## src/rtl/clock_divider_pkg.sv

```systemverilog
// Shared types and helpers for the clock divider bank.
package clock_divider_pkg;

  localparam int DIV_W_DEF = 8;

  typedef logic [DIV_W_DEF-1:0] div_t;

  typedef enum logic [1:0] {
    CH_STOP = 2'd0,
    CH_LOW  = 2'd1,
    CH_HIGH = 2'd2
  } ch_state_e;

  function automatic int chidx_w(input int n);
    return (n > 1) ? $clog2(n) : 1;
  endfunction

endpackage

```

## src/rtl/clock_divider_channel.sv

```systemverilog
// One 50%-duty divider channel: half-period counter, output flop and pending ratio
// that is only applied on a falling edge (or immediately while stopped/gated low).
module clock_divider_channel #(
  parameter int               DIV_W     = 8,
  parameter logic [DIV_W-1:0] RESET_DIV = {DIV_W{1'b0}}
) (
  input  logic             clock,
  input  logic             reset_n,
  input  logic             load,
  input  logic [DIV_W-1:0] load_div,
  input  logic             run_en,
  output logic             clk_div,
  output logic             busy
);

  logic [DIV_W-1:0] act_r;
  logic [DIV_W-1:0] hcnt_r;
  logic [DIV_W-1:0] pend_r;
  logic             out_r;
  logic             pend_valid_r;
  logic             at_end;
  logic             active;

  assign at_end  = (hcnt_r == (act_r - DIV_W'(1)));
  // A gated channel that is high still finishes its high phase before stopping.
  assign active  = (act_r != {DIV_W{1'b0}}) && (run_en || out_r);
  assign clk_div = out_r;
  assign busy    = pend_valid_r;

  // Counter, output flop, pending capture and apply.
  always_ff @(posedge clock or negedge reset_n) begin
    if (!reset_n) begin
      act_r        <= RESET_DIV;
      hcnt_r       <= {DIV_W{1'b0}};
      pend_r       <= {DIV_W{1'b0}};
      out_r        <= 1'b0;
      pend_valid_r <= 1'b0;
    end else begin
      if (load) begin
        pend_r       <= load_div;
        pend_valid_r <= 1'b1;
      end
      if (active) begin
        if (at_end) begin
          out_r  <= ~out_r;
          hcnt_r <= {DIV_W{1'b0}};
          if (out_r && pend_valid_r) begin
            act_r        <= pend_r;
            pend_valid_r <= 1'b0;
          end
        end else begin
          hcnt_r <= hcnt_r + DIV_W'(1);
        end
      end else begin
        out_r  <= 1'b0;
        hcnt_r <= {DIV_W{1'b0}};
        if (pend_valid_r) begin
          act_r        <= pend_r;
          pend_valid_r <= 1'b0;
        end
      end
    end
  end

endmodule

```

## src/rtl/clock_divider_bank.sv

```systemverilog
// Bank of NUM_CH programmable 50%-duty clock dividers with a valid/ready config port.
// Optional per-channel run enable (gate_en) when CLKDIV_GATE_EN is defined.
module clock_divider_bank
  import clock_divider_pkg::*;
#(
  parameter int NUM_CH    = 4,
  parameter int DIV_W     = 8,
  parameter int RESET_DIV = 0
) (
  input  logic                          clock,
  input  logic                          reset_n,
  input  logic                          cfg_valid,
  output logic                          cfg_ready,
  input  logic [chidx_w(NUM_CH)-1:0]    cfg_ch,
  input  logic [DIV_W-1:0]              cfg_div,
  output logic [NUM_CH-1:0]             clock_out,
  output logic [NUM_CH-1:0]             busy
`ifdef CLKDIV_GATE_EN
  ,
  input  logic [NUM_CH-1:0]             gate_en
`endif
);

  localparam int CH_W = chidx_w(NUM_CH);

  logic [NUM_CH-1:0] load;
  logic [NUM_CH-1:0] run_en;

`ifdef CLKDIV_GATE_EN
  assign run_en = gate_en;
`else
  assign run_en = {NUM_CH{1'b1}};
`endif

  // Out-of-range channel indices stay ready and their requests are dropped.
  always_comb begin
    cfg_ready = 1'b1;
    load      = {NUM_CH{1'b0}};
    for (int i = 0; i < NUM_CH; i++) begin
      if (cfg_ch == CH_W'(i)) begin
        cfg_ready = ~busy[i];
        load[i]   = cfg_valid & ~busy[i];
      end else begin
        load[i] = 1'b0;
      end
    end
  end

  for (genvar g = 0; g < NUM_CH; g++) begin : g_ch
    clock_divider_channel #(
      .DIV_W     (DIV_W),
      .RESET_DIV (DIV_W'(RESET_DIV))
    ) u_ch (
      .clock    (clock),
      .reset_n  (reset_n),
      .load     (load[g]),
      .load_div (cfg_div),
      .run_en   (run_en[g]),
      .clk_div  (clock_out[g]),
      .busy     (busy[g])
    );
  end

endmodule

```

## config.mk

```make
export PLATFORM = sky130hd
export DESIGN_NAME = clock_divider_bank
export DESIGN_NICKNAME = d
export VERILOG_FILES = /design/src/rtl/clock_divider_pkg.sv /design/src/rtl/clock_divider_channel.sv /design/src/rtl/clock_divider_bank.sv
export SDC_FILE = /design/constraint.sdc
export NUM_CORES = 1
export LEC_CHECK = 0
export ABC_AREA = 1
export CORE_ASPECT_RATIO = 0.75
export CORE_MARGIN = 3
export CORE_UTILIZATION = 45
export DETAILED_ROUTE_END_ITERATION = 10
export REMOVE_ABC_BUFFERS = 1
export SETUP_SLACK_MARGIN = 0.2
export SYNTH_ARGS = -nofsm -noshare
export SYNTH_HDL_FRONTEND = slang
export SYNTH_SLANG_ARGS = --single-unit
```

## constraint.sdc

```tcl
create_clock -name clock -period 2.25 [get_ports clock]
set_input_delay 0.45 -clock clock [delete_from_list [all_inputs] [get_ports clock]]
set_output_delay 0.45 -clock clock [all_outputs]
set_load 0.02 [all_outputs]
```

; ---- Word level (Yosys, flattened, before mapping)
; Index checks and enable logic that the tools add are counted.
[totals]
reg_bits = 104
latchBits = 0
mem_bits_rw = 0
mem_bits_ro = 0
inputBits = 13
wordCells = 132
mem_count = 0
[classes]
n_addsub = 8
n_mul = 0
div = 0
magnitude_cmp = 0
n_eq_ne = 15
shift = 0
mux = 60
bitwise_logic = 12
n_reduce_logical = 17
[op_table]
columns = cell, count
row1 = two-way mux 8 bit, 24
row2 = two-way mux 1 bit, 36
row3 = "adder 8 x 1 -> 8 bit, second input constant", 4
row4 = equality test 8 bit, 4
row5 = nonzero test 8 bit, 4
row6 = "subtractor 8 x 1 -> 8 bit, second input constant", 4
row7 = AND reduction 3 bit, 4
row8 = "!= test 2 x 1 -> 1 bit, second input constant", 4
row9 = "!= test 2 bit, second input constant", 4
row10 = NOT 1 bit, 8
row11 = nonzero test 2 bit, 4
row12 = bitwise AND 1 bit, 4
row13 = "equality test 2 bit, second input constant", 2
row14 = logical AND 1 bit, 4
row15 = "equality test 2 x 1 -> 1 bit, second input constant", 1
row16 = logical NOT 2 bit, 1

; ---- Longest topological paths before layout
; Gate-level depths: netlist (run 1).
[depth]
word_depth = 7
ltp_mapped = 15
depth_no_buf = 15

; ---- Cells and area by module
; Synthesis (run 1) repeated with hierarchy kept, for this count alone.
[hier_totals]
cells_unflattened = 693
area_unflattened_um2 = 5806.8
[modules_own_cells]
columns = module, n_inst, cells_each, area_each_um2, seq_area_each_um2
row1 = clock_divider_channel (g_ch[1].u_ch ...), 3, 168, 1420.1, 650.6
row2 = clock_divider_channel (g_ch[0].u_ch), 1, 167, 1460.2, 650.6
row3 = clock_divider_bank, 1, 22, 86.3, 0.0

; ---- Worst setup path before layout (run 1)
; OpenSTA, ideal clock, no wires.
[synth_timing]
kind = reg-to-reg
from = register g_ch[2].u_ch.act_r[0]
to = register g_ch[2].u_ch.act_r[0]
setup_ns = 0.117
arrival_ns = 1.680
slack_ns = 0.454
stages_incl_launch_ff = 12
cell_sequence = dfrtp_1 > inv_1 > ha_1 > or2_2 > nand3_1 > o211ai_1 > nor2_1 > nand3_1 > nand2_2 > nand2_2 > nand2_1 > nand2_1
[synth_between]
elab_chain_len = 4
[synth_lines]
columns = item, line
row1 = from (decl), clock_divider_channel.sv:16  ; logic [DIV_W-1:0] act_r;
row2 = from (signal assigned), clock_divider_channel.sv:48  ; act_r <= pend_r;
row3 = from (signal assigned), clock_divider_channel.sv:58  ; act_r <= pend_r;
row4 = subtractor 8 x 1 -> 8 bit, clock_divider_channel.sv:24  ; assign at_end = (hcnt_r == (act_r - DIV_W'(1)));
row5 = equality test 8 bit, clock_divider_channel.sv:24
row6 = != test 2 x 1 -> 1 bit (no source line), n/a
row7 = AND reduction 3 bit (no source line), n/a
; Parallel ways exist; a longest one is shown, timed or not.
; A chain may end at the register's enable or synchronous reset.

; ---- Final worst setup path (run 1)
[layout_timing]
from = register g_ch[3].u_ch.act_r[1]
to = register g_ch[3].u_ch.act_r[5]
[layout_between]
elab_chain_len = 4
[layout_lines]
columns = item, line
row1 = from (decl), clock_divider_channel.sv:16
row2 = from (signal assigned), clock_divider_channel.sv:48
row3 = from (signal assigned), clock_divider_channel.sv:58
row4 = subtractor 8 x 1 -> 8 bit, clock_divider_channel.sv:24
row5 = equality test 8 bit, clock_divider_channel.sv:24
row6 = != test 2 x 1 -> 1 bit (no source line), n/a
row7 = AND reduction 3 bit (no source line), n/a
; Parallel ways exist; a longest one is shown, timed or not.

==> results of run 1 <==
-- synth_stat cells --
cell type	instances	area (µm²)
sky130_fd_sc_hd__a21oi_1	10	50.1
sky130_fd_sc_hd__ha_1	12	150
sky130_fd_sc_hd__or2_2	3	18.8
sky130_fd_sc_hd__o22ai_1	3	18.8
sky130_fd_sc_hd__nand3_4	1	17.5
sky130_fd_sc_hd__o21ai_0	39	195
sky130_fd_sc_hd__clkinv_1	1	3.75
sky130_fd_sc_hd__xnor2_1	15	131
sky130_fd_sc_hd__nand3_1	54	270
sky130_fd_sc_hd__nor3b_1	7	52.6
sky130_fd_sc_hd__inv_2	2	7.51
sky130_fd_sc_hd__clkbuf_1	4	15.0
sky130_fd_sc_hd__and3_1	3	18.8
sky130_fd_sc_hd__nor3_2	3	30.0
sky130_fd_sc_hd__nor2_1	58	218
sky130_fd_sc_hd__nand2_2	9	56.3
sky130_fd_sc_hd__buf_12	1	20.0
sky130_fd_sc_hd__nand2_4	1	11.3
sky130_fd_sc_hd__nand4_1	14	87.6
sky130_fd_sc_hd__nand2_1	196	736
sky130_fd_sc_hd__inv_1	59	221
sky130_fd_sc_hd__clkbuf_4	1	7.51
sky130_fd_sc_hd__a31oi_1	1	6.26
sky130_fd_sc_hd__o2111ai_1	1	8.76
sky130_fd_sc_hd__dfrtp_1	104	2600
sky130_fd_sc_hd__nand3b_1	1	7.51
sky130_fd_sc_hd__a21oi_2	3	26.3
sky130_fd_sc_hd__xor2_1	26	228
sky130_fd_sc_hd__buf_6	4	45.0
sky130_fd_sc_hd__nor3_1	5	25.0
sky130_fd_sc_hd__o211ai_1	2	15.0
sky130_fd_sc_hd__buf_4	8	60.1
sky130_fd_sc_hd__nor2_2	9	56.3
-- what timing repair did --
action / in CTS / in global routing
cloned: 0 / 1
setup endpoints to repair: 36 / 68
pin swaps: 3 / 9
gates resized for setup: 8 / 31
buffers inserted: 3 / 11
-- kinds of logic after synthesis --
| family | count (synthesis) |
|---|---|
| buffers and inverters | 80 |
| AOI/OAI and AO/OA | 59 |
| DFF | 104 |
| adders and majority gates | 12 |
| and+or+nand+nor | 364 |
| xor gates and xnor gates | 41 |
-- worst reg2reg max path, cell delays in order, from the launching register on --
cell,delay (ns)
sky130_fd_sc_hd__dfrtp_1,0.39
sky130_fd_sc_hd__inv_2,0.07
sky130_fd_sc_hd__ha_4,0.27
sky130_fd_sc_hd__inv_2,0.03
sky130_fd_sc_hd__nand2_1,0.05
sky130_fd_sc_hd__nand2_1,0.04
sky130_fd_sc_hd__nor2_1,0.11
sky130_fd_sc_hd__nand2_1,0.07
sky130_fd_sc_hd__nor2_1,0.10
sky130_fd_sc_hd__nand3_1,0.13
sky130_fd_sc_hd__nor2_2,0.17
sky130_fd_sc_hd__nand2_2,0.08
sky130_fd_sc_hd__nand2_4,0.12
sky130_fd_sc_hd__nand3_4,0.15
sky130_fd_sc_hd__nand2_1,0.10
sky130_fd_sc_hd__nand2_1,0.05
-- metal layers --
layer	up-vias	global-route usage [%]
met2	46	28.5
met1	2024	25.9
li1	2193	-
met3	11	4.04
met4	0	5.83
met5	-	0
-- layout by cell type (no fill, tap or decap), types with 4 or more instances in the layout --
cell	n
sky130_fd_sc_hd__a21oi_1	9
sky130_fd_sc_hd__a21oi_2	4
sky130_fd_sc_hd__buf_4	33
sky130_fd_sc_hd__clkbuf_16	9
sky130_fd_sc_hd__clkdlybuf4s50_1	17
sky130_fd_sc_hd__dfrtp_1	104
sky130_fd_sc_hd__ha_1	9
sky130_fd_sc_hd__inv_1	51
sky130_fd_sc_hd__inv_2	10
sky130_fd_sc_hd__nand2_1	189
sky130_fd_sc_hd__nand2_2	11
sky130_fd_sc_hd__nand2_4	7
sky130_fd_sc_hd__nand3_1	51
sky130_fd_sc_hd__nand4_1	14
sky130_fd_sc_hd__nor2_1	55
sky130_fd_sc_hd__nor2_2	12
sky130_fd_sc_hd__nor3_1	5
sky130_fd_sc_hd__nor3b_1	6
sky130_fd_sc_hd__o21ai_0	39
sky130_fd_sc_hd__xnor2_1	15
sky130_fd_sc_hd__xor2_1	26
-- registers in the layout, indices dropped and copies added, names as in the netlist --
| register | cells |
|---|---|
| g_ch.u_ch.act_r | 32 |
| g_ch.u_ch.clk_div | 4 |
| g_ch.u_ch.busy | 4 |
| g_ch.u_ch.hcnt_r | 32 |
| g_ch.u_ch.pend_r | 32 |
-- worst max-delay path by stage --
stage,from,endpoint
floorplan,g_ch[2].u_ch.act_r[0],g_ch[2].u_ch.act_r[0]
global placement,cfg_ch[0],cfg_ready
detailed placement,cfg_ch[0],cfg_ready
CTS,cfg_ch[0],cfg_ready
global route,g_ch[3].u_ch.act_r[1],g_ch[3].u_ch.act_r[4]
finish,g_ch[3].u_ch.act_r[1],g_ch[3].u_ch.act_r[5]
-- where the power goes --
part | internal (mW) | total [mW] | leakage (nW) | switching, mW
clock | 0.882 | 1.55 | 0.145 | 0.672
combinational | 1.89 | 4.50 | 1.75 | 2.62
sequential | 2.60 | 3.25 | 1.34 | 0.658
total | 5.37 | 9.31 | 3.23 | 3.95
-- stage by stage --
stage	worst slack, ns	instances	hold WS (ns)	area (µm²)
CTS	0.191	861	0.0256	6150
global placement	-0.220	843	0.401	5830
finish	0.237	873	0.0133	6340
detailed placement	-0.250	843	0.404	5830
global route	0.112	873	0.0329	6340
floorplan	0.361	642	0.154	5270
-- layout make-up --
type	instances	area (µm²)
clock buffers	11	243
inverters	62	233
fillers	1133	5320
multi-input cells	477	2550
clock inverters	4	45.0
repair buffers	53	463
flip-flops and latches	104	2600
well taps	162	203
==> results.md, run 1 <==
- Share of the clock period used by the worst path after layout: around nine tenths
- Number of failing hold endpoints at the final stage: 0
- Total power per unit cell area: between 1000 and 1500 nW/µm²
- Sum of internal, switching and leakage power: a little over 9 mW
- Arithmetic-cell share of the synthesized area counting full adders, half adders and majority gates: roughly 2.8%
- Remaining global-route overflow: 0
- Width of the die: ~130 µm
- Cts-stage hold buffer count: 0
- Leakage Power: 3.23 nW
- # rows: 34
- Wl on met1: approximately 5800 µm
- CTS tree: built
- Critical Path Slowest Stage Cell: sky130_fd_sc_hd__dfrtp_1
- Combinational family with the most area after synthesis: simple AND/OR/NAND/NOR gates
- Number of antenna diodes: 0
- Setup repair after global routing missed its margin: yes
- Run status: complete, no violations
- Slew at the pin closest to its max-slew limit: 0.477 ns
- Number of storage elements in the synthesis netlist: between 100 and 150
- Timing-limited maximum frequency: around 500 MHz
- Type of origin of the critical path: flip-flop
- Min-Delay Path Class: primary input to asynchronous set/reset pin
- Maximum number of pins on one net before global-route repair: 45
- Number of unique standard cell types used by synthesis: 33
- GRT Resource Usage Total: about 18%
- Worst path most repeated cell: sky130_fd_sc_hd__nand2_1
- Synthesized area: approximately 5400 µm²
- Total length of routed met2 wires: 5170 µm
- Number of global-route vias before repair: between 4000 and 5000
- Worst Skew: approximately 0.0072 ns
- Max-cap violations: 0
- Critical path capture point type: flip-flop
- Starting DRT DRC Count: approximately 290
- Share of final-layout standard cells stronger than drive strength 1: between 10% and 20%
- Final critical delay including setup and external delays: 2.01 ns
- Family of cells with the greatest summed delay on the critical path: simple AND/OR/NAND/NOR gates
- Die ar.: around 13000 µm²
- Number of buffers on the longest clock path: 2
- Remaining antenna violation count: 0
- End-of-flow core utilization: 54.4%
- Max-slew violation count: 0
- Detailed-route via count: around 4300
- Data required time of the critical path: between 2 and 2.5 ns
- Arr. time, crit path: about 2.3 ns
- Starting density of the core: about 46%
- Met3 routed wirelength: about 390 µm
- Chain of cells forming the critical path: inv_2, ha_4, inv_2, nand2_1, nand2_1, nor2_1, nand2_1, nor2_1, nand3_1, nor2_2, nand2_2, nand2_4, nand3_4, nand2_1, nand2_1
- Finish-stage setup viols: 0
- Total I/O pin count: 22
- Root cell of the clock tree: sky130_fd_sc_hd__clkbuf_16
- Initial antenna violation count: 0
- FF-to-FF path depth: 15
- Number of buffers added by the clock tree synthesis step: 9
- Clock-pin slew of the registers on the worst-case setup and hold paths: about 0.070 ns
- Biggest cell delay along the critical path: between 0.3 and 0.4 ns
- Multiplexer share of the synthesized area: 0%
- Worst R2R Start: g_ch[3].u_ch.act_r[1]
- HPWL Detailed: around 8400 µm
- Category of the critical setup timing path: flip-flop to flip-flop
- Total wire length: 11500 µm
- Topmost layer with routed signal wires: met4
- DIE HEIGHT: about 100 µm
- Level count of the clock H-tree: 3
- Buffers added on ports: 21
- Wire length per cell after detailed routing: 13.2 µm
- Yosys Warn Count: 0
- Synth Area in Compound Gates: 5.91%
- Seq/Total Area, Yosys: 48.0%
- Register-to-register setup slack: around 0.24 ns
- First-pass GRT wire length: about 20000 µm
- Area of the core: between 10000 and 15000 µm²
- Rel. slew slack: 68.2%
- Simple-gate share of the synthesized area: ~30%
- Maximum ir drop on the vdd rail: ~0.49 mV
- TritonCTS sink count: ~100
- Path length in cells of the critical path: 15
- First-pass DRT Iterations: 4
- Fraction of synthesized cell area in xor and xnor cells: 6.63%
- Synthesis-to-layout area growth: 17.0%
- Insertion delay to the later sink of the worst-skew pair: roughly 0.35 ns
- Global placement routability congestion: 0.878
- Post-detailed-route DRC marker count: 0
- Setup TNS after final layout: 0 ns
- Worst-path maximum fanout: 8
- Worst flop-to-flop path endpoint: g_ch[3].u_ch.act_r[5]
- Post-synthesis area per instance: ~8.2 µm²
- Post-Synthesis Cells: 660
- Number of buffer and inverter stages on the critical path: 2
- Vias per cell: 4.90
- Net count of the finished layout: ~730
Note: power is estimated with default switching activity, not from simulation.
==> inputs of run 2 (changes only) <==
--- a/config.mk
+++ b/config.mk
@@ -7,7 +7,6 @@
 export LEC_CHECK = 0
 export ABC_AREA = 1
 export CORE_ASPECT_RATIO = 0.75
-export CORE_MARGIN = 3
 export CORE_UTILIZATION = 45
 export DETAILED_ROUTE_END_ITERATION = 10
 export REMOVE_ABC_BUFFERS = 1
==> results.md, run 2 (synthesized netlist as in run 1, its figures left out) <==
- Remaining global-route overflow: 0
- Area of the core: 11700 µm²
- Vias per cell: between 4 and 5
- Sum of internal, switching and leakage power: 9.36 mW
- Filler Cell Count: approximately 1100
- Post-detailed-route DRC marker count: 0
- Critical path capture point type: flip-flop
- CTS tree: built
- Maximum number of pins on one net before global-route repair: 38
- Number of antenna diodes: 0
- Timing-limited maximum frequency: about 490 MHz
- Category of the critical setup timing path: flip-flop to flip-flop
- Commonest cells after routing, fill and taps aside: sky130_fd_sc_hd__nand2_1 (189), sky130_fd_sc_hd__dfrtp_1 (104), sky130_fd_sc_hd__nor2_1 (55)
- Worst flop-to-flop path endpoint: g_ch[3].u_ch.act_r[4]
- Starting density of the core: a little under half
- Number of buffers on the longest clock path: 2
- Insertion delay to the later sink of the worst-skew pair: between 0.3 and 0.4 ns
- Critical Path Slowest Stage Cell: sky130_fd_sc_hd__nand2_1
- Arr. time, crit path: roughly 2.3 ns
- Share of final-layout standard cells stronger than drive strength 1: between 15 and 20%
- # rows: 34
- FF-to-FF path depth: 8
- Clock-pin slew of the registers on the worst-case setup and hold paths: roughly 0.070 ns
- Net count of the finished layout: around 740
- Share of the clock period used by the worst path after layout: between 80% and 90%
- Highest-utilization routing layer at the global route stage: met2
- Starting DRT DRC Count: roughly 280
- Number of buffers added by the clock tree synthesis step: 9
- Data required time of the critical path: between 2 and 2.5 ns
- Regs by FF count: g_ch.u_ch.act_r x32, g_ch.u_ch.hcnt_r x32, g_ch.u_ch.pend_r x32
- Family of cells with the greatest summed delay on the critical path: simple AND/OR/NAND/NOR gates
- GRT Resource Usage Total: 19.1%
- First-pass GRT wire length: 18800 µm
- Buffers added on ports: 21
- Worst-path maximum fanout: 11
- Total wire length: 11400 µm
- Biggest cell delay along the critical path: around 0.44 ns
- Level count of the clock H-tree: 3
- Root cell of the clock tree: sky130_fd_sc_hd__clkbuf_16
- Total power per unit cell area: approximately 1500 nW/µm²
- Worst Skew: slightly below 0.006 ns
- Number of global-route vias before repair: 4050
- Met3 capacity usage during global routing: under 10%
- Min-Delay Path Class: primary input to asynchronous set/reset pin
- Remaining antenna violation count: 0
- First-pass DRT Iterations: 4
- Finish-stage setup viols: 0
- Synthesis-to-layout area growth: 17.7%
- Met2 demand-to-capacity share in global routing: 28.9%
- Rel. slew slack: between 60% and 70%
- Number of buffer and inverter stages on the critical path: 2
- Chain of cells forming the critical path: inv_2, buf_4, ha_1, nand4_1, nand2_1, nand3_4, nand2_2, nand2_1
- Type of origin of the critical path: flip-flop
- Leakage Power: 3.23 nW
- Number of failing hold endpoints at the final stage: 0
- Register-to-register setup slack: 0.23 ns
- Worst R2R Start: g_ch[3].u_ch.act_r[0]
- Final critical delay including setup and external delays: between 2 and 2.5 ns
- Met1 global-route usage: about 28%
- Global placement routability congestion: 0.824
- Worst path most repeated cell: sky130_fd_sc_hd__nand2_1
- Detailed-route via count: roughly 4400
- Setup repair after global routing missed its margin: yes
- Slew at the pin closest to its max-slew limit: between 0.5 and 0.6 ns
- Placed instance count: about 840
- Width of the die: roughly 130 µm
- Most common cell after layout, fill and taps aside: sky130_fd_sc_hd__nand2_1
- Total I/O pin count: 22
- Max-cap violations: 0
- Post-route non-filler standard cell count: around 880
- Die ar.: 12500 µm²
- HPWL Detailed: about 8300 µm
- Initial antenna violation count: 0
- Wire length per cell after detailed routing: ~13 µm
- DIE HEIGHT: 97.0 µm
- Max-slew violation count: 0
- Maximum ir drop on the vdd rail: about 0.58 mV
- TritonCTS sink count: between 100 and 150
- Run status: complete, no violations
-- run 2: cell count changes in the layout (fill, tap and decap cells not counted), sizes merged --
cell and delta:
clkinvlp +1, bufinv -1, buf +3, clkinv -1, clkbuf +2, dlymetal6s2s -2, clkdlybuf4s50 +2
-- run 2: worst max path at each step --
stage                               start                    end  slack (ns)  cells past startpoint
global placement                cfg_ch[0]              cfg_ready        -0.1                      6
finish              g_ch[3].u_ch.act_r[0]  g_ch[3].u_ch.act_r[4]        0.23                      8
detailed placement              cfg_ch[0]              cfg_ready       -0.11                      6
CTS                             cfg_ch[1]              cfg_ready        0.19                      4
floorplan           g_ch[2].u_ch.act_r[0]  g_ch[2].u_ch.act_r[0]        0.36                     11
global route        g_ch[3].u_ch.act_r[0]  g_ch[3].u_ch.act_r[4]        0.07                     15
-- run 2: stage by stage --
step / util (%) / hold WS (ns) / TNS [ns] / worst slack, ns / area (µm²)
2_1_floorplan: - / 0.154 / 0 / 0.361 / 5270
5_1_grt: 54.7 / 0.104 / 0 / 0.0696 / 6380
6_report: 54.7 / 0.0762 / 0 / 0.228 / 6380
4_1_cts: 52.7 / 0.0877 / 0 / 0.192 / 6140
3_3_place_gp: 50.0 / 0.446 / -0.0958 / -0.0958 / 5830
3_5_place_dp: 50.0 / 0.452 / -0.108 / -0.108 / 5830
-- run 2: layer usage --
metal	wire [µm]	part of all wire, %
met1	5780	51
met2	5210	45
met3	348	3.0
met4	106	0.93
met5	0	0
-- run 2: cell type report --
class	count	area, µm²	share of cell area, %
sequential	104	2600	40.8
multi-input combinational	477	2550	40.0
timing repair buffer	57	517	8.10
clock buffer	12	256	4.02
inverter	62	233	3.65
tap	162	203	3.18
clock inverter	3	17.5	0.275
-- run 2: what timing repair did --
action	CTS	global route
resized for setup	2	38
endpoints found under the setup margin	8	67
buffers inserted	4	15
hold buffers	0	0
pin swaps	1	8
cloned	0	1
-- run 2: worst register-to-register path, cell delays in order, from the launching register on --
cell and delay, ns:
sky130_fd_sc_hd__dfrtp_1 0.41, sky130_fd_sc_hd__inv_2 0.10, sky130_fd_sc_hd__buf_4 0.12, sky130_fd_sc_hd__ha_1 0.18, sky130_fd_sc_hd__nand4_1 0.28, sky130_fd_sc_hd__nand2_1 0.44, sky130_fd_sc_hd__nand3_4 0.22, sky130_fd_sc_hd__nand2_2 0.11
sky130_fd_sc_hd__nand2_1 0.05
-- run 2: where the power goes --
part | switching, mW | internal (mW) | total (mW) | leakage, nW
clock | 0.662 | 0.802 | 1.46 | 0.134
sequential | 0.664 | 2.60 | 3.26 | 1.34
combinational | 2.69 | 1.95 | 4.64 | 1.75
total | 4.01 | 5.35 | 9.36 | 3.23
